==> config.mk <==
export PLATFORM = sky130hd
export DESIGN_NAME = fetch_ctrl
export DESIGN_NICKNAME = d
export VERILOG_FILES = /design/src/rtl/fetch_ctrl.sv
export SDC_FILE = /design/constraint.sdc
export NUM_CORES = 1
export LEC_CHECK = 0
export CAP_MARGIN = 20
export CORE_UTILIZATION = 40
export DETAILED_ROUTE_END_ITERATION = 7
export PLACE_DENSITY = 0.8
export SYNTH_ARGS = -nofsm -noshare
export SYNTH_HDL_FRONTEND = slang
export SYNTH_SLANG_ARGS = --single-unit
==> constraint.sdc <==
create_clock -name clk -period 6.2 [get_ports clk]
set_input_delay 1.24 -clock clk [delete_from_list [all_inputs] [get_ports clk]]
set_output_delay 1.24 -clock clk [all_outputs]
set_load 0.02 [all_outputs]
==> src/rtl/fetch_ctrl.sv <==
`default_nettype none
// ============================================================================
//  Module   : fetch_ctrl
//  Purpose  : Instruction-fetch sequencer between PC register, instruction bus
//             and ID. Optional bus timeout enabled by macro FETCH_TIMEOUT_EN.
//  Revision : 1.0  initial release
// ============================================================================
module fetch_ctrl #(
    parameter int TIMEOUT_CYCLES = 255
) (
    input  logic        clk,
    input  logic        rst,
    input  logic [31:0] pc,
    output logic        pc_stall,
    output logic        pc_bflag,
    output logic [31:0] pc_baddr,
    output logic        pc_flush,
    output logic [31:0] pc_new_pc,
    input  logic        br_flag,
    input  logic [31:0] br_addr,
    input  logic        exc_flush,
    input  logic [31:0] exc_pc,
    input  logic        id_stall,
    output logic        ibus_req,
    output logic [31:0] ibus_addr,
    input  logic        ibus_ack,
    input  logic [31:0] ibus_rdata,
    output logic        inst_valid,
    output logic [31:0] inst,
    output logic [31:0] inst_pc,
    output logic        inst_adel,
    output logic        inst_ibe
);

    typedef enum logic [1:0] {
        S_IDLE  = 2'd0,
        S_REQ   = 2'd1,
        S_HOLD  = 2'd2,
        S_DRAIN = 2'd3
    } state_t;

    state_t      r_state;
    state_t      w_state_nxt;
    logic [31:0] r_addr;
    logic        r_br_pend;
    logic [31:0] r_br_addr;
    logic        r_inst_valid;
    logic [31:0] r_inst;
    logic [31:0] r_inst_pc;
    logic        r_adel;
    logic        r_ibe;

    logic        w_mis;
    logic        w_tmo;
    logic        w_done;
    logic        w_adv;
    logic        w_load;

    assign w_mis     = |pc[1:0];
    assign w_done    = w_mis | ibus_ack | w_tmo;
    assign pc_flush  = exc_flush;
    assign pc_new_pc = exc_pc;

`ifdef FETCH_TIMEOUT_EN
    localparam int c_WAIT_W = 16;
    logic [c_WAIT_W-1:0] r_wait;

    // Counts cycles of an unanswered request; the compare cycle drops ibus_req.
    always_ff @(posedge clk or posedge rst) begin
        if (rst) begin
            r_wait <= '0;
        end else if (ibus_req && !ibus_ack) begin
            r_wait <= r_wait + c_WAIT_W'(1);
        end else begin
            r_wait <= '0;
        end
    end

    assign w_tmo = (r_wait == c_WAIT_W'(TIMEOUT_CYCLES));
`else
    assign w_tmo = 1'b0;
`endif

    always_comb begin
        w_state_nxt = r_state;
        w_adv       = 1'b0;
        w_load      = 1'b0;
        ibus_req    = 1'b0;
        ibus_addr   = r_addr;
        case (r_state)
            S_IDLE: begin
                w_state_nxt = S_REQ;
            end
            S_REQ: begin
                ibus_req  = !w_mis && !w_tmo;
                ibus_addr = pc;
                if (exc_flush) begin
                    w_state_nxt = w_done ? S_REQ : S_DRAIN;
                end else if (w_done) begin
                    w_load = 1'b1;
                    if (id_stall) begin
                        w_state_nxt = S_HOLD;
                    end else begin
                        w_adv = 1'b1;
                    end
                end
            end
            S_HOLD: begin
                if (exc_flush) begin
                    w_state_nxt = S_REQ;
                end else if (!id_stall) begin
                    w_adv       = 1'b1;
                    w_state_nxt = S_REQ;
                end
            end
            S_DRAIN: begin
                // Killed fetch: keep the original request up until the bus answers.
                ibus_req = !w_tmo;
                if (ibus_ack || w_tmo) begin
                    w_state_nxt = S_REQ;
                end
            end
            default: begin
                w_state_nxt = S_IDLE;
            end
        endcase
        pc_stall = !w_adv;
        pc_bflag = w_adv && (r_br_pend || br_flag);
        pc_baddr = pc_bflag ? (r_br_pend ? r_br_addr : br_addr) : 32'd0;
    end

    always_ff @(posedge clk or posedge rst) begin
        if (rst) begin
            r_state      <= S_IDLE;
            r_addr       <= 32'd0;
            r_br_pend    <= 1'b0;
            r_br_addr    <= 32'd0;
            r_inst_valid <= 1'b0;
            r_inst       <= 32'd0;
            r_inst_pc    <= 32'd0;
            r_adel       <= 1'b0;
            r_ibe        <= 1'b0;
        end else begin
            r_state <= w_state_nxt;
            if (r_state == S_REQ) begin
                r_addr <= pc;
            end
            // Branch seen while the PC is held targets the word after the delay slot.
            if (exc_flush || pc_bflag) begin
                r_br_pend <= 1'b0;
            end else if (br_flag) begin
                r_br_pend <= 1'b1;
                r_br_addr <= br_addr;
            end
            if (exc_flush) begin
                r_inst_valid <= 1'b0;
            end else if (w_load) begin
                r_inst_valid <= 1'b1;
            end else if (!id_stall) begin
                r_inst_valid <= 1'b0;
            end
            if (w_load) begin
                r_inst    <= (ibus_ack && !w_mis) ? ibus_rdata : 32'd0;
                r_inst_pc <= pc;
                r_adel    <= w_mis;
                r_ibe     <= !w_mis && !ibus_ack && w_tmo;
            end
        end
    end

    assign inst_valid = r_inst_valid;
    assign inst       = r_inst;
    assign inst_pc    = r_inst_pc;
    assign inst_adel  = r_adel;
    assign inst_ibe   = r_ibe;

endmodule
`default_nettype wire

Yosys cells after proc, flatten, opt, wreduce, memory -nomap -nowiden
Cells that the tools add are included.
{"block": "totals", "regBits": 133, "inputBits": 134, "output_inout_bits": 167, "wordCells": 55}
{"block": "op_classes", "eq_ne": 8, "n_reduce_logical": 11, "bitwise": 2, "n_mux": 26}
{"operator": "2-to-1 mux 32 bit", "n": 4}
{"operator": "2-to-1 mux 2 bit", "n": 7}
{"operator": "2-to-1 mux 1 bit", "n": 12}
{"operator": "!= test 3 bit, second input constant", "n": 3}
{"operator": "one-hot mux 2 bit (4 select lines)", "n": 1}
{"operator": "equality test 2 bit, second input constant", "n": 2}
{"operator": "one-hot mux 1 bit (2 select lines)", "n": 2}
{"operator": "AND reduction 4 bit", "n": 1}
{"operator": "!= test 3 x 2 -> 1 bit, second input constant", "n": 1}
{"operator": "equality test 2 x 1 -> 1 bit, second input constant", "n": 1}
{"operator": "logical AND 1 bit", "n": 2}
{"operator": "zero test 1 bit", "n": 2}
{"operator": "zero test 2 bit", "n": 1}
{"operator": "logical OR 1 bit", "n": 2}
{"operator": "!= test 2 bit, second input constant", "n": 1}
{"operator": "AND reduction 2 bit", "n": 1}
{"operator": "nonzero test 2 bit", "n": 1}
{"operator": "OR reduction 2 bit", "n": 1}
{"operator": "inverter 1 bit", "n": 1}
{"operator": "bitwise OR 1 bit", "n": 1}

Longest topological paths before layout
Gate-level depths: netlist (run 1).
{"block": "depth", "ltp_word": 9, "depth_mapped": 8, "depth_no_buf": 5}

Least setup slack after synthesis (run 1)
No wires, ideal clock.
{"block": "synth_path", "path_kind": "input to output", "start": "input ibus_ack", "end": "output pc_baddr[23]", "cell_stages": 5, "setup_slack_ns": 2.369, "t_required_ns": 4.960, "path_buffers": 2, "t_arrival_ns": 2.591, "path_cell_list": "clkbuf_1 > o31a_1 > o21ai_1 > clkbuf_1 > nor2_1"}
{"block": "synth_between", "elab_chain_cells": 6}
{"element": "start: declaration", "line_no": "26", "text": "input logic ibus_ack,"}
{"element": "bitwise OR 1 bit", "line_no": "60", "text": "assign w_done = w_mis | ibus_ack | w_tmo;"}
{"element": "2-to-1 mux 1 bit", "line_no": "99", "text": "end else if (w_done) begin"}
{"element": "2-to-1 mux 1 bit", "line_no": "97", "text": "if (exc_flush) begin"}
{"element": "one-hot mux 1 bit (2 select lines)", "line_no": "90", "text": "case (r_state)"}
{"element": "logical AND 1 bit", "line_no": "128", "text": "pc_bflag = w_adv && (r_br_pend || br_flag);"}
{"element": "2-to-1 mux 32 bit", "line_no": "129", "text": "pc_baddr = pc_bflag ? (r_br_pend ? r_br_addr : br_addr) : 32'd0;"}
{"element": "end: declaration", "line_no": "16", "text": "output logic [31:0] pc_baddr,"}
Every way passes these cells.

Final worst setup path (run 1)
{"block": "layout_path", "start": "input br_flag", "end": "output pc_baddr[25]"}
{"block": "layout_between", "elab_chain_cells": 3}
{"element": "start: declaration", "line_no": "19", "text": "input logic br_flag,"}
{"element": "logical OR 1 bit", "line_no": "128"}
{"element": "logical AND 1 bit", "line_no": "128"}
{"element": "2-to-1 mux 32 bit", "line_no": "129"}
Every way passes these cells.

==> reports/metrics.cfg, run 1 <==
[yosys]
synth_area_leaders=dfrtp_1, mux2_2, mux2_1
ys.flop_type=dfrtp_1
yosys-top-cells-count=dfrtp_1, mux2_2, inv_1, buf_4
yosysMostFrequentCell=dfrtp_1
synth.top_cell.area_share=0.5480
postSynth.asyncResetShare=1.000
synth_area_leader_cell=dfrtp_1
synth_nets=661
synth_edf_count=0
ys_seq_elements=133
syn_inst=524
syn-cell-area_um2=6073
synth_area_per_cell_um2=11.59
synth-seq-area-share=0.5480
yosysWarnings=0
synth_cell_types=39

[grt]
antenna_found_initial=0
grt_pass1_vias=4989
grt_max_degree=84
grt.total_usage=0.2120
grt_pass1_wl_um=26100
grt.overflow.total=0

[sta]
post-route-min-period_ns=4.699
tightest_slew_ns=0.8380
fin_hold_ws_ns=0.4852
hold_viol_final=0
timing.slew.headroom=0.4414
report.final.setup_viol=0
fin_crit_sh=0.7578
finalSetupTns_ns=0
rsz0062_at_grt=false
max_freq_mhz=212.8
setup_slack_ns=1.501
skew_ns=0.006485
finalMaxSlewViolations=0

[detailed_routing]
dr.pass1.iters=6
viasPerCell=5.208
dr_total_vias=4760
drc=46
wl_um=16150
routedWlPerCell_um=17.67
first_iter_violations=234
drtAntennaViolNets=0

[power_and_ir_drop]
irDropWorstVdd_mv=0.3294
leakagePower_nw=3.562
p_per_area_nw_per_um2=480.2

[worst_setup_path]
critical_path_class=primary input to output port
rrSetupSlack_ns=3.51
slowest_stage=clkdlybuf4s50_1
end_kind=output port
start_kind=primary input
rr_startpoint=r_state[1]
path_cells=clkdlybuf4s50_1 > buf_4 > nor2b_1 > a22oi_1 > nor2_1 > clkdlybuf4s50_1
cp.arrival_ns=3.46
critPathBufInv=3
cp-startpoint=br_flag
cpMostUsedCell=clkdlybuf4s50_1
crit_fanout=26
cpPeakStageDelay_ns=0.64
cp_top_family=buffers and inverters
worstPathRequired_ns=4.96

[run_status]
outcome=finished with violations
violations=design-rule violations

[floorplan]
die_width_um=125.2
initial_utilization=0.4132
rows=44
die-area_um2=15680
io-pin-count=301
die_h_um=125.2
coreArea_um2=14700

[placement]
dp_hpwl_um=11300
preCtsSetupSlack_ns=1.573
gp_congestion=0.7611
portBuffers=235

[clock_network]
cts_tree=built
clkSlewWorstSetupHoldPaths_ns=0.06
cts_root_buf=clkbuf_16
cts_htree_levels=4
cts_resized=0
cts_hold_buf=0
numCtsBuffers=17
cts_sinks=133
clk_path_buf_depth=2
insertion_delay_ns=0.41
post-cts-setup-buffers=0

[finish]
final_util=0.6052
multiInputGateArea_um2=2193
fillCellCount=1120
drive_above_1_share=0.1534
regArea_um2=3328
syn2layout_area_growth_pct=46.48
fin_nets=854
antenna_cells=0

[job]
cap_violations=0

[hold_path]
hp-start=r_br_addr[12]
hold_path.class=register to register

## path summary, 6_finish.rpt
| kind | end | cells past startpoint |
|---|---|---|
| min reg2reg | r_br_addr[12] | 1 |
| min | r_br_addr[12] | 1 |
| max | pc_baddr[25] | 6 |
| min in group asynchronous | inst_pc[24] | 2 |
| max in group asynchronous | r_br_addr[6] | 3 |
| max reg2reg | inst_pc[10] | 7 |
## layer usage
layer | share of wire | global-route usage
met5 | 0 | 0
met4 | 0.017 | 0.07963
met3 | 0.11 | 0.1061
met2 | 0.49 | 0.3529
met1 | 0.38 | 0.2320
## area by class of cell
| type | instances | share of cell area |
|---|---|---|
| Multi-Input combinational cell | 283 | 0.2466 |
| Timing Repair Buffer | 246 | 0.2759 |
| Inverter | 36 | 0.01575 |
| Sequential cell | 133 | 0.3741 |
| Clock inverter | 14 | 0.01350 |
| Clock buffer | 18 | 0.04824 |
| Tap cell | 184 | 0.02588 |
## logic make-up after synthesis
group                      count (synthesis)  share of synthesized area
buffers and inverters                    108                    0.09229
DFF                                      133                     0.5480
and+or+nand+nor                          103                    0.09580
other                                      1                  0.0006175
muxes                                     96                     0.1778
adders and majority gates                  3                   0.006181
AOI/OAI and AO/OA                         80                    0.07932
## power by group
part | internal [mW] | switching (mW)
logic | 0.969 | 0.978
clock network | 0.522 | 0.407
registers | 1.23 | 0.168
## registers in the layout (all words and copies together) (netlist names)
register / flops
inst: 32
inst_adel: 1
r_addr: 32
r_br_pend: 1
r_state: 2
inst_pc: 32
inst_valid: 1
r_br_addr: 32
## metrics by stage
stage | std cells | total power, mW | cell area (um2)
floorplan | 524 | 2.475 | 6073
global placement | 881 | 3.270 | 8319
detailed placement | 881 | 3.335 | 8319
CTS | 913 | 4.300 | 8869
global route | 914 | 4.492 | 8896
finish | 914 | 4.272 | 8896
## cells in the final DEF (no fill, tap or decap), types with 2 or more instances in the layout
cell / instances
clkdlybuf4s50_1: 235
dfrtp_1: 133
mux2_2: 63
inv_1: 35
nand4_1: 32
mux2_1: 32
nand2_1: 26
o21ai_0: 25
nand3b_1: 23
a21oi_1: 23
clkbuf_16: 17
nor2_1: 12
buf_4: 10
o21ai_1: 9
a22oi_1: 9
inv_6: 6
clkinvlp_4: 6
ha_1: 3
nand2b_1: 2
a21o_1: 2
inv_8: 2
No activity file was read; power rests on OpenSTA's default activity.
==> run 2: changes to the inputs <==
--- a/config.mk
+++ b/config.mk
@@ -6,9 +6,9 @@
 export NUM_CORES = 1
 export LEC_CHECK = 0
 export CAP_MARGIN = 20
-export CORE_UTILIZATION = 40
+export CORE_UTILIZATION = 37
 export DETAILED_ROUTE_END_ITERATION = 7
-export PLACE_DENSITY = 0.8
+export PLACE_DENSITY = 0.78
 export SYNTH_ARGS = -nofsm -noshare
 export SYNTH_HDL_FRONTEND = slang
 export SYNTH_SLANG_ARGS = --single-unit
==> constraint.sdc (replaced) <==
create_clock -name clk -period 3.85 [get_ports clk]
set_input_delay 0.77 -clock clk [delete_from_list [all_inputs] [get_ports clk]]
set_output_delay 0.77 -clock clk [all_outputs]
set_load 0.02 [all_outputs]
==> reports/metrics.cfg, run 2 (synthesis results as in run 1) <==
[run_status]
outcome=finished, final reports clean

[worst_setup_path]
slowest_stage=clkdlybuf4s50_1
cp-startpoint=pc[1]
start_kind=primary input
worstPathRequired_ns=3.08
reg2reg_depth=7
path_cells=clkdlybuf4s50_1 > o31a_1 > o21ai_2 > buf_12 > clkdlybuf4s50_1
end_kind=output port
critical_path_class=primary input to output port
cpMostUsedCell=clkdlybuf4s50_1
rr_startpoint=r_state[1]
crit_fanout=34
cpPeakStageDelay_ns=0.63
cp.arrival_ns=2.71

[sta]
fin_crit_sh=0.9040
tightest_slew_ns=0.9675
skew_ns=0.005999
finalSetupTns_ns=0
timing.slew.headroom=0.3537
hold_viol_final=0
finalMaxSlewViolations=0
post-route-min-period_ns=3.481
max_freq_mhz=287.3
setup_slack_ns=0.3694
rsz0062_at_grt=false
report.final.setup_viol=0

[finish]
fillCellCount=1340
layout_common_cells=clkdlybuf4s50_1, dfrtp_1, mux2_2
fin_area_um2=9026
final_common_cell=clkdlybuf4s50_1
drive_above_1_share=0.1617
multiInputGateArea_um2=2196
fin_nets=860
antenna_cells=0
syn2layout_area_growth_pct=48.62
regArea_um2=3328

[detailed_routing]
wl_um=15930
drc=0
dr.pass1.iters=4
viasPerCell=4.925
drtAntennaViolNets=0
routedWlPerCell_um=16.73
dr_total_vias=4689
first_iter_violations=163

[grt]
grt-busiest-layer=met2
grt_util_met1=0.2187
antenna_found_initial=0
grt.total_usage=0.1959
grt_pass1_vias=4903
use_met3=0.07790
met2_usage=0.3242
grt_max_degree=58
grt_pass1_wl_um=25070
grt.overflow.total=0

[power_and_ir_drop]
p_per_area_nw_per_um2=772.3
leakagePower_nw=3.620
p_comb_frac=0.450
p_seq_frac=0.320
irDropWorstVdd_mv=0.5188
p_switching_mw=2.449
p_total_mw=6.971
clock_power_share=0.230
swShare=0.3514
internal-power_mw=4.521

[clock_network]
clk_path_buf_depth=2
cts_sinks=133
cts_resized=0
numCtsBuffers=17
cts_tree=built
clkSlewWorstSetupHoldPaths_ns=0.05
post-cts-setup-buffers=0
cts_htree_levels=4
cts_root_buf=clkbuf_16
insertion_delay_ns=0.41
cts_hold_buf=0

[placement]
portBuffers=235
placed_cell_area_um2=8438
dp_hpwl_um=11350
gp_congestion=0.7898
preCtsSetupSlack_ns=0.3972

[floorplan]
die-area_um2=16930
die_width_um=130.1
io-pin-count=301
initial_utilization=0.3809
coreArea_um2=15940
rows=46
die_h_um=130.1

[hold_path]
hold_path.class=register to register
hp-start=r_br_addr[19]
min_path_cells=1

[job]
cap_violations=0

## run 2: changes by cell type in the layout (fill, tap and decap cells not counted), sizes merged
cell	change
clkinvlp	-2
clkinv	+3
bufinv	+2
buf	+6
inv	-4
clkbuf	+1
## run 2: through the flow
stage,hold slack [ns],cells,util
finish,0.4842,952,0.5662
global route,0.5011,952,0.5662
CTS,0.4910,952,0.5662
detailed placement,0.4764,920,0.5293
global placement,0.4684,920,0.5293
floorplan,0.4580,524,-
## run 2: worst paths after layout
path	to	slack [ns]
hold / removal	r_br_addr[19]	0.48
setup / recovery	pc_stall	0.37
max in group asynchronous	inst[8]	2.14
hold reg to reg	r_br_addr[19]	0.48
setup reg to reg	inst_pc[20]	1.54
min in group asynchronous	inst_pc[5]	0.92
## run 2: power by group through the flow
stage	Clock [mW]	Sequential [mW]	Combinational (mW)
after CTS	1.64	2.23	3.17
after floorplan	0	2.52	1.47
after global routing	1.71	2.30	3.35
final	1.61	2.23	3.13
after global placement	0	2.22	3.10
after detailed placement	0	2.25	3.14
## run 2: final cells by class
type                            instances  area share
Inverter                               36     0.01539
Multi-Input combinational cell        283      0.2433
Clock buffer                           19     0.04907
Timing Repair Buffer                  252      0.2775
Clock inverter                         13     0.01608
Sequential cell                       133      0.3687
Tap cell                              216     0.02994
## run 2: critical path: cells and delay by family
kind | cells | cell delay [ns]
buffers and inverters | 3 | 1.38
AO/OA/AOI/OAI | 2 | 0.55
## run 2: routing by layer
layer	part of all wire	up-vias	wire [um]
met5	0	-	0
met2	0.48	195	7634
met4	0.029	0	459
met3	0.092	36	1470
met1	0.40	2267	6363
li1	-	2191	-
==> run 3: changes to the inputs <==
--- a/config.mk
+++ b/config.mk
@@ -9,6 +9,7 @@
 export CORE_UTILIZATION = 37
 export DETAILED_ROUTE_END_ITERATION = 7
 export PLACE_DENSITY = 0.78
+export SETUP_SLACK_MARGIN = 0.02
 export SYNTH_ARGS = -nofsm -noshare
 export SYNTH_HDL_FRONTEND = slang
 export SYNTH_SLANG_ARGS = --single-unit
==> results of run 3 <==
No change in the layout: final DEF, timing and power equal those of run 2.
